[src/rtl/dco_bank_cod.sv]
// Slew-limited row/column thermometer coder for the DCO capacitor bank.
// Optional first-order dither on the applied code: define DCO_COD_DITHER_EN.
module dco_bank_cod #(
    parameter int ROW_W    = 4,
    parameter int COL_W    = 4,
    parameter int WORD_W   = ROW_W + COL_W,
    parameter int STEP_MAX = 4,
    parameter int RST_WORD = 1 << (WORD_W - 1),
    parameter int FRAC_W   = 4
) (
    input  logic                       clk,
    input  logic                       rst,
    input  logic                       en,
    input  logic                       load,
    input  logic [WORD_W-1:0]          word,
`ifdef DCO_COD_DITHER_EN
    input  logic [FRAC_W-1:0]          frac,
`endif
    output logic [(1 << ROW_W)-1:0]    r_all,
    output logic [(1 << ROW_W)-1:0]    row,
    output logic [(1 << COL_W)-1:0]    col,
    output logic [WORD_W-1:0]          cur_word,
    output logic                       busy
);

    localparam int ROWS = 1 << ROW_W;
    localparam int COLS = 1 << COL_W;
    localparam logic [WORD_W-1:0] RST_C  = WORD_W'(RST_WORD);
    localparam logic [WORD_W:0]   STEP_L = (WORD_W + 1)'(STEP_MAX);

    if (WORD_W != ROW_W + COL_W || STEP_MAX < 1 || FRAC_W < 1) begin : g_param_chk
        $error("dco_bank_cod: inconsistent parameters");
    end

    typedef enum logic {
        IDLE,
        SLEW
    } state_e;

    function automatic logic [ROWS-1:0] dec_rall(input logic [WORD_W-1:0] a);
        logic [ROW_W-1:0] r;
        r = a[WORD_W-1:COL_W];
        for (int i = 0; i < ROWS; i++) begin
            dec_rall[i] = (i >= int'(r));
        end
    endfunction

    function automatic logic [ROWS-1:0] dec_row(input logic [WORD_W-1:0] a);
        logic [ROW_W-1:0] r;
        r = a[WORD_W-1:COL_W];
        for (int i = 0; i < ROWS; i++) begin
            dec_row[i] = (i == int'(r));
        end
    endfunction

    // Odd rows fill from the top column down so the partial row snakes.
    function automatic logic [COLS-1:0] dec_col(input logic [WORD_W-1:0] a);
        logic [COL_W-1:0] c;
        logic             odd;
        c   = a[COL_W-1:0];
        odd = a[COL_W];
        for (int j = 0; j < COLS; j++) begin
            dec_col[j] = odd ? (j >= COLS - int'(c)) : (j < int'(c));
        end
    endfunction

    state_e            state_q, state_d;
    logic [WORD_W-1:0] target_q, target_d;
    logic [WORD_W-1:0] cur_q, cur_d;
    logic [ROWS-1:0]   r_all_q, r_all_d;
    logic [ROWS-1:0]   row_q, row_d;
    logic [COLS-1:0]   col_q, col_d;
    logic signed [WORD_W:0] diff;
    logic [WORD_W:0]   mag;
    logic [WORD_W:0]   step;
    logic [WORD_W-1:0] app;
`ifdef DCO_COD_DITHER_EN
    logic [FRAC_W-1:0] acc_q, acc_d;
    logic [FRAC_W:0]   acc_sum;
    logic [WORD_W:0]   app_sum;
`endif

    always_comb begin
        state_d  = state_q;
        target_d = target_q;
        cur_d    = cur_q;
        r_all_d  = r_all_q;
        row_d    = row_q;
        col_d    = col_q;
        app      = cur_q;
        diff = $signed({1'b0, target_q}) - $signed({1'b0, cur_q});
        mag  = diff[WORD_W] ? (WORD_W + 1)'(-diff) : (WORD_W + 1)'(diff);
        step = (mag > STEP_L) ? STEP_L : mag;
`ifdef DCO_COD_DITHER_EN
        acc_d   = acc_q;
        acc_sum = '0;
        app_sum = '0;
`endif
        if (en) begin
            if (state_q == SLEW) begin
                if (diff[WORD_W]) begin
                    cur_d = cur_q - step[WORD_W-1:0];
                end else begin
                    cur_d = cur_q + step[WORD_W-1:0];
                end
                if (cur_d == target_q) begin
                    state_d = IDLE;
                end
            end
            if (load) begin
                target_d = word;
                state_d  = (word != cur_d) ? SLEW : IDLE;
            end
            app = cur_d;
`ifdef DCO_COD_DITHER_EN
            acc_sum = {1'b0, acc_q} + {1'b0, frac};
            acc_d   = acc_sum[FRAC_W-1:0];
            app_sum = {1'b0, cur_d} + {{WORD_W{1'b0}}, acc_sum[FRAC_W]};
            app     = app_sum[WORD_W] ? '1 : app_sum[WORD_W-1:0];
`endif
            r_all_d = dec_rall(app);
            row_d   = dec_row(app);
            col_d   = dec_col(app);
        end
    end

    always_ff @(posedge clk or posedge rst) begin
        if (rst) begin
            state_q  <= IDLE;
            target_q <= RST_C;
            cur_q    <= RST_C;
            r_all_q  <= dec_rall(RST_C);
            row_q    <= dec_row(RST_C);
            col_q    <= dec_col(RST_C);
        end else begin
            state_q  <= state_d;
            target_q <= target_d;
            cur_q    <= cur_d;
            r_all_q  <= r_all_d;
            row_q    <= row_d;
            col_q    <= col_d;
        end
    end

`ifdef DCO_COD_DITHER_EN
    always_ff @(posedge clk or posedge rst) begin
        if (rst) begin
            acc_q <= '0;
        end else begin
            acc_q <= acc_d;
        end
    end
`endif

    assign r_all    = r_all_q;
    assign row      = row_q;
    assign col      = col_q;
    assign cur_word = cur_q;
    assign busy     = (state_q == SLEW);

endmodule
[config.mk]
export PLATFORM = sky130hd
export DESIGN_NAME = dco_bank_cod
export DESIGN_NICKNAME = d
export VERILOG_FILES = /design/src/rtl/dco_bank_cod.sv
export SDC_FILE = /design/constraint.sdc
export NUM_CORES = 1
export LEC_CHECK = 0
export CAP_MARGIN = 20
export CELL_PAD_IN_SITES_DETAIL_PLACEMENT = 1
export CELL_PAD_IN_SITES_GLOBAL_PLACEMENT = 2
export CORE_ASPECT_RATIO = 0.7
export CORE_MARGIN = 2
export CORE_UTILIZATION = 30
export CTS_CLUSTER_SIZE = 14
export DETAILED_ROUTE_END_ITERATION = 6
export PLACE_DENSITY_LB_ADDON = 0.15
export SLEW_MARGIN = 20
export SYNTH_ARGS = -nofsm -noshare
export SYNTH_HDL_FRONTEND = slang
export SYNTH_SLANG_ARGS = --single-unit
[constraint.sdc]
create_clock -name clk -period 6.5 [get_ports clk]
set_clock_uncertainty 0.1 [all_clocks]
set_input_delay 1.3 -clock clk [delete_from_list [all_inputs] [get_ports clk]]
set_output_delay 1.3 -clock clk [all_outputs]
set_load 0.03 [all_outputs]
==> results by stage <==
Routing:
- Before antenna repair, the detailed router went through 4 iterations.
- The routed design has approximately 14000 microns of wire.
- In the routed layout, each cell is associated on average with a via count of just over 5.
- In the routed design, unresolved DRC markers number 0.
- The residual antenna-violating net count after detailed routing is 0.
- Summing over every cut layer, the via total after detailed routing is between 3000 and 4000.
- The average wire per cell in the routed design is ~18 microns.
- The number of DRC markers in iteration 0 is approximately 220.

GRT:
- For this run the aggregate overflow at the end of global routing stands at 0.
- The largest net degree at the start of global routing is 64.
- The number of global-route vias before repair came to about 4100.
- The number of antenna violations at the first check in global routing is 0.
- The total routing resource utilization after global routing is 0.187.
- The first global-routing pass estimated 23000 microns of wire.

Logic synthesis:
- The proportion of synthesized chip area in sequential cells is 0.363.
- The number of flops mapped to enable cells by yosys is 0.
- The average cell area after synthesis is around 9.1 sq um.
- The synthesized instance count is 482.
- Yosys printed 0 warnings.
- The register bit count reported by yosys is 63.
- The prevailing post-synth register cell is sky130_fd_sc_hd__dfrtp_1.
- After synthesis the cells add up to about 4400 sq um.
- The proportion of register bits with asynchronous set or reset after synthesis is 1.00.
- The number of nets produced by synthesis is about 520.
- In this run, distinct cell masters in the synthesized netlist total 72.

Final layout:
- The final cell utilization of the core is 0.401.
- 0 antenna diodes ended up in the layout.
- The filler cell count is between 1500 and 2000.
- The library cells used most frequently in the layout, excluding fill and tap cells, are 66 x sky130_fd_sc_hd__clkdlybuf4s50_1, 53 x sky130_fd_sc_hd__dfrtp_1, 46 x sky130_fd_sc_hd__nor2_1.
- The final net count is about 590.
- The area used by multi-input combinational logic is around 2600 sq um.
- The post-layout instance count excluding filler cells is roughly 750.
- Relative to the synthesized area, the layout overhead comes to 29.2%.
- The library cell used most frequently in the layout, excluding fill and tap cells, is sky130_fd_sc_hd__clkdlybuf4s50_1.
- Across the whole layout, storage elements account for approximately 1600 sq um.
- The summed area of non-filler cells in the final layout is between 5000 and 6000 sq um.
- The share of cells above drive strength 1 is 0.149.

Clock network:
- The later pin in the worst-skew pair is clocked with a latency of 340 ps.
- The clock transition at the registers of the reported paths is 60 ps.
- The deepest level of the CTS H-tree is 3.
- The tree built by TritonCTS fans out to 63 sinks.
- The clock tree from TritonCTS is done.
- The root buffer cell chosen for the clock tree is sky130_fd_sc_hd__clkbuf_16.
- Counting along the longest clock path gives a buffer depth of 2.
- The number of buffers added by the clock tree synthesis step is 9.

Min path:
- The worst hold path cell count is 1.
- The startpoint of the most critical hold path is row[1]$_DFFE_PP0P_.
- The worst min-delay path category is flop to flop.
- The end of the worst hold path is row[1]$_DFFE_PP0P_.

Place:
- The half-perimeter wire length after detailed placement is around 10000 microns.
- Routability-driven placement finished with a final weighted congestion of slightly below 0.9.
- Once placement completed, the tool counted placed cells totaling ~730.
- Buffers placed on the I/O ports in this run total 67.
- The placed instances occupy a cell area of 5260 sq um.

Die:
- After floorplanning, the core was divided into 36 placement rows.
- The chip width is between 100 and 150 microns.
- The die footprint is 15600 sq um.
- In this run the count of I/O pins placed on the die edge is slightly below 70.
- The region available for standard cell placement spans 14100 sq um.
- Measured along the y axis, the die boundary spans about 110 microns.
- The effective utilization at floorplan is 0.311.

Setup path:
- The setup check on the worst reg-to-reg path leaves a slack of between 400 and 500 ps.
- At the worst endpoint, the arrival time is just over 6000 ps.
- The critical path class is flop to flop.
- Counting cells, the worst reg-to-reg path comes to 25.
- STA classifies the critical path endpoint as a flop.
- The worst register-to-register path begins at target_q[0]$_DFFE_PP0P_.
- The capture instance of the worst register-to-register path is row[2]$_DFFE_PP0P_.
- The endpoint required time on the critical path is 6660 ps.
- The worst setup path is launched from a flop.
- Along the worst path, the maximum fanout reaches 12.

STA:
- At the pin with the least slew margin, the transition time is 819 ps.
- Setup repair after global routing left no endpoint under its margin.
- In the finished design, the share of the clock period the worst path needs comes to 0.933.
- The clock period minus worst slack is between 6000 and 7000 ps.
- The count of final setup violators is 0.
- In this run the tightest slew margin relative to its limit is 0.454.
- Setup total negative slack on the finished layout was measured at 0 ps.
- Timing would allow up to ~160 MHz.
- The final number of max-transition violations is 0.
- The hold violation count in the final report is 0.

Run status:
- The flow ran to the end, and the final reports show no timing, DRC or antenna violations.

Run:
- The max-capacitance violation count is 0.
-- worst max path at each step --
stage | slack [ps] | start | cells past startpoint | end
floorplan | 720 | cur_word[0]$_DFFE_PP0P_ | 25 | col[2]$_DFFE_PP0P_
global placement | 260 | target_q[0]$_DFFE_PP0P_ | 26 | row[3]$_DFFE_PP0P_
detailed placement | 130 | target_q[0]$_DFFE_PP0P_ | 26 | row[9]$_DFFE_PP0P_
CTS | 80 | target_q[0]$_DFFE_PP0P_ | 26 | row[9]$_DFFE_PP0P_
global route | 10 | target_q[0]$_DFFE_PP0P_ | 25 | row[2]$_DFFE_PP0P_
finish | 430 | target_q[0]$_DFFE_PP0P_ | 25 | row[2]$_DFFE_PP0P_
-- logic make-up after synthesis --
family | synth area share
AO/OA/AOI/OAI | 0.236
XOR/XNOR | 0.0711
adder cells (fa/ha/maj) | 0.0663
buffers and inverters | 0.0583
flip-flops | 0.363
multiplexers | 0.0354
other | 0.000856
AND/OR/NAND/NOR | 0.169
-- metal layers --
| metal | share of wire | GRT usage | routed length (microns) |
|---|---|---|---|
| met4 | 0.0076 | 0.0367 | 104 |
| met2 | 0.43 | 0.277 | 5910 |
| met5 | 0 | 0 | 0 |
| met3 | 0.028 | 0.0367 | 381 |
| met1 | 0.54 | 0.280 | 7380 |
-- state kept, by name, indices dropped and copies added, names as in the netlist --
name,count
col,16
r_all,15
row,15
cur_word,8
target_q,8
busy,1
-- worst max-delay path: stages, from the launching register on --
cell and delay [ps]:
sky130_fd_sc_hd__dfrtp_1 400, sky130_fd_sc_hd__inv_1 60, sky130_fd_sc_hd__ha_1 200, sky130_fd_sc_hd__inv_1 70
sky130_fd_sc_hd__fa_1 400, sky130_fd_sc_hd__a21o_1 230, sky130_fd_sc_hd__a221oi_2 250, sky130_fd_sc_hd__xnor2_1 170
sky130_fd_sc_hd__a21bo_2 280, sky130_fd_sc_hd__nor3_1 190, sky130_fd_sc_hd__a22o_2 250, sky130_fd_sc_hd__nand2_2 110
sky130_fd_sc_hd__or2_2 290, sky130_fd_sc_hd__ha_1 240, sky130_fd_sc_hd__nand2_1 110, sky130_fd_sc_hd__nor2_1 50
sky130_fd_sc_hd__a31oi_1 170, sky130_fd_sc_hd__nand3_1 100, sky130_fd_sc_hd__ha_1 350, sky130_fd_sc_hd__nor2b_1 190
sky130_fd_sc_hd__o31a_1 320, sky130_fd_sc_hd__o21a_1 210, sky130_fd_sc_hd__or3_1 330, sky130_fd_sc_hd__a31o_4 300
sky130_fd_sc_hd__or4_1 450, sky130_fd_sc_hd__o2bb2ai_1 150
-- repair_timing --
action                                  4_1_cts  5_1_grt
endpoints found under the setup margin        0       48
resized for setup                             0        9
hold buffers                                  0        0
buffers inserted                              0        2
endpoints found under the hold margin         0        0
-- cell usage after synthesis (7+ instances only) --
cell	instances	area share
sky130_fd_sc_hd__a21oi_1	36	0.041
sky130_fd_sc_hd__a22o_1	7	0.014
sky130_fd_sc_hd__a31oi_1	11	0.016
sky130_fd_sc_hd__clkbuf_1	18	0.015
sky130_fd_sc_hd__dfrtp_1	53	0.30
sky130_fd_sc_hd__dfstp_2	10	0.060
sky130_fd_sc_hd__ha_1	20	0.057
sky130_fd_sc_hd__inv_1	24	0.021
sky130_fd_sc_hd__mux2_2	12	0.031
sky130_fd_sc_hd__nand2_1	33	0.028
sky130_fd_sc_hd__nand3_1	15	0.017
sky130_fd_sc_hd__nor2_1	47	0.040
sky130_fd_sc_hd__nor3_1	13	0.015
sky130_fd_sc_hd__o21ai_0	26	0.030
sky130_fd_sc_hd__o2bb2ai_1	16	0.032
sky130_fd_sc_hd__xnor2_1	20	0.040
sky130_fd_sc_hd__xor2_1	8	0.016
-- per-stage QoR --
stage | hold WS (ps) | setup WS [ps]
6_report | 396 | 435
5_1_grt | 415 | 13.3
4_1_cts | 399 | 78.2
3_5_place_dp | 373 | 129
3_3_place_gp | 379 | 256
2_1_floorplan | 424 | 722
-- cell type report --
class,instances,share of cell area
Tap cell,190,0.0420
Timing Repair Buffer,87,0.148
Clock inverter,7,0.0181
Sequential cell,63,0.281
Multi-Input combinational cell,366,0.455
Inverter,24,0.0159
Clock buffer,9,0.0398
Power is not shown: default switching activity piles up to over one toggle a cycle in this logic, so the estimate is an artifact.
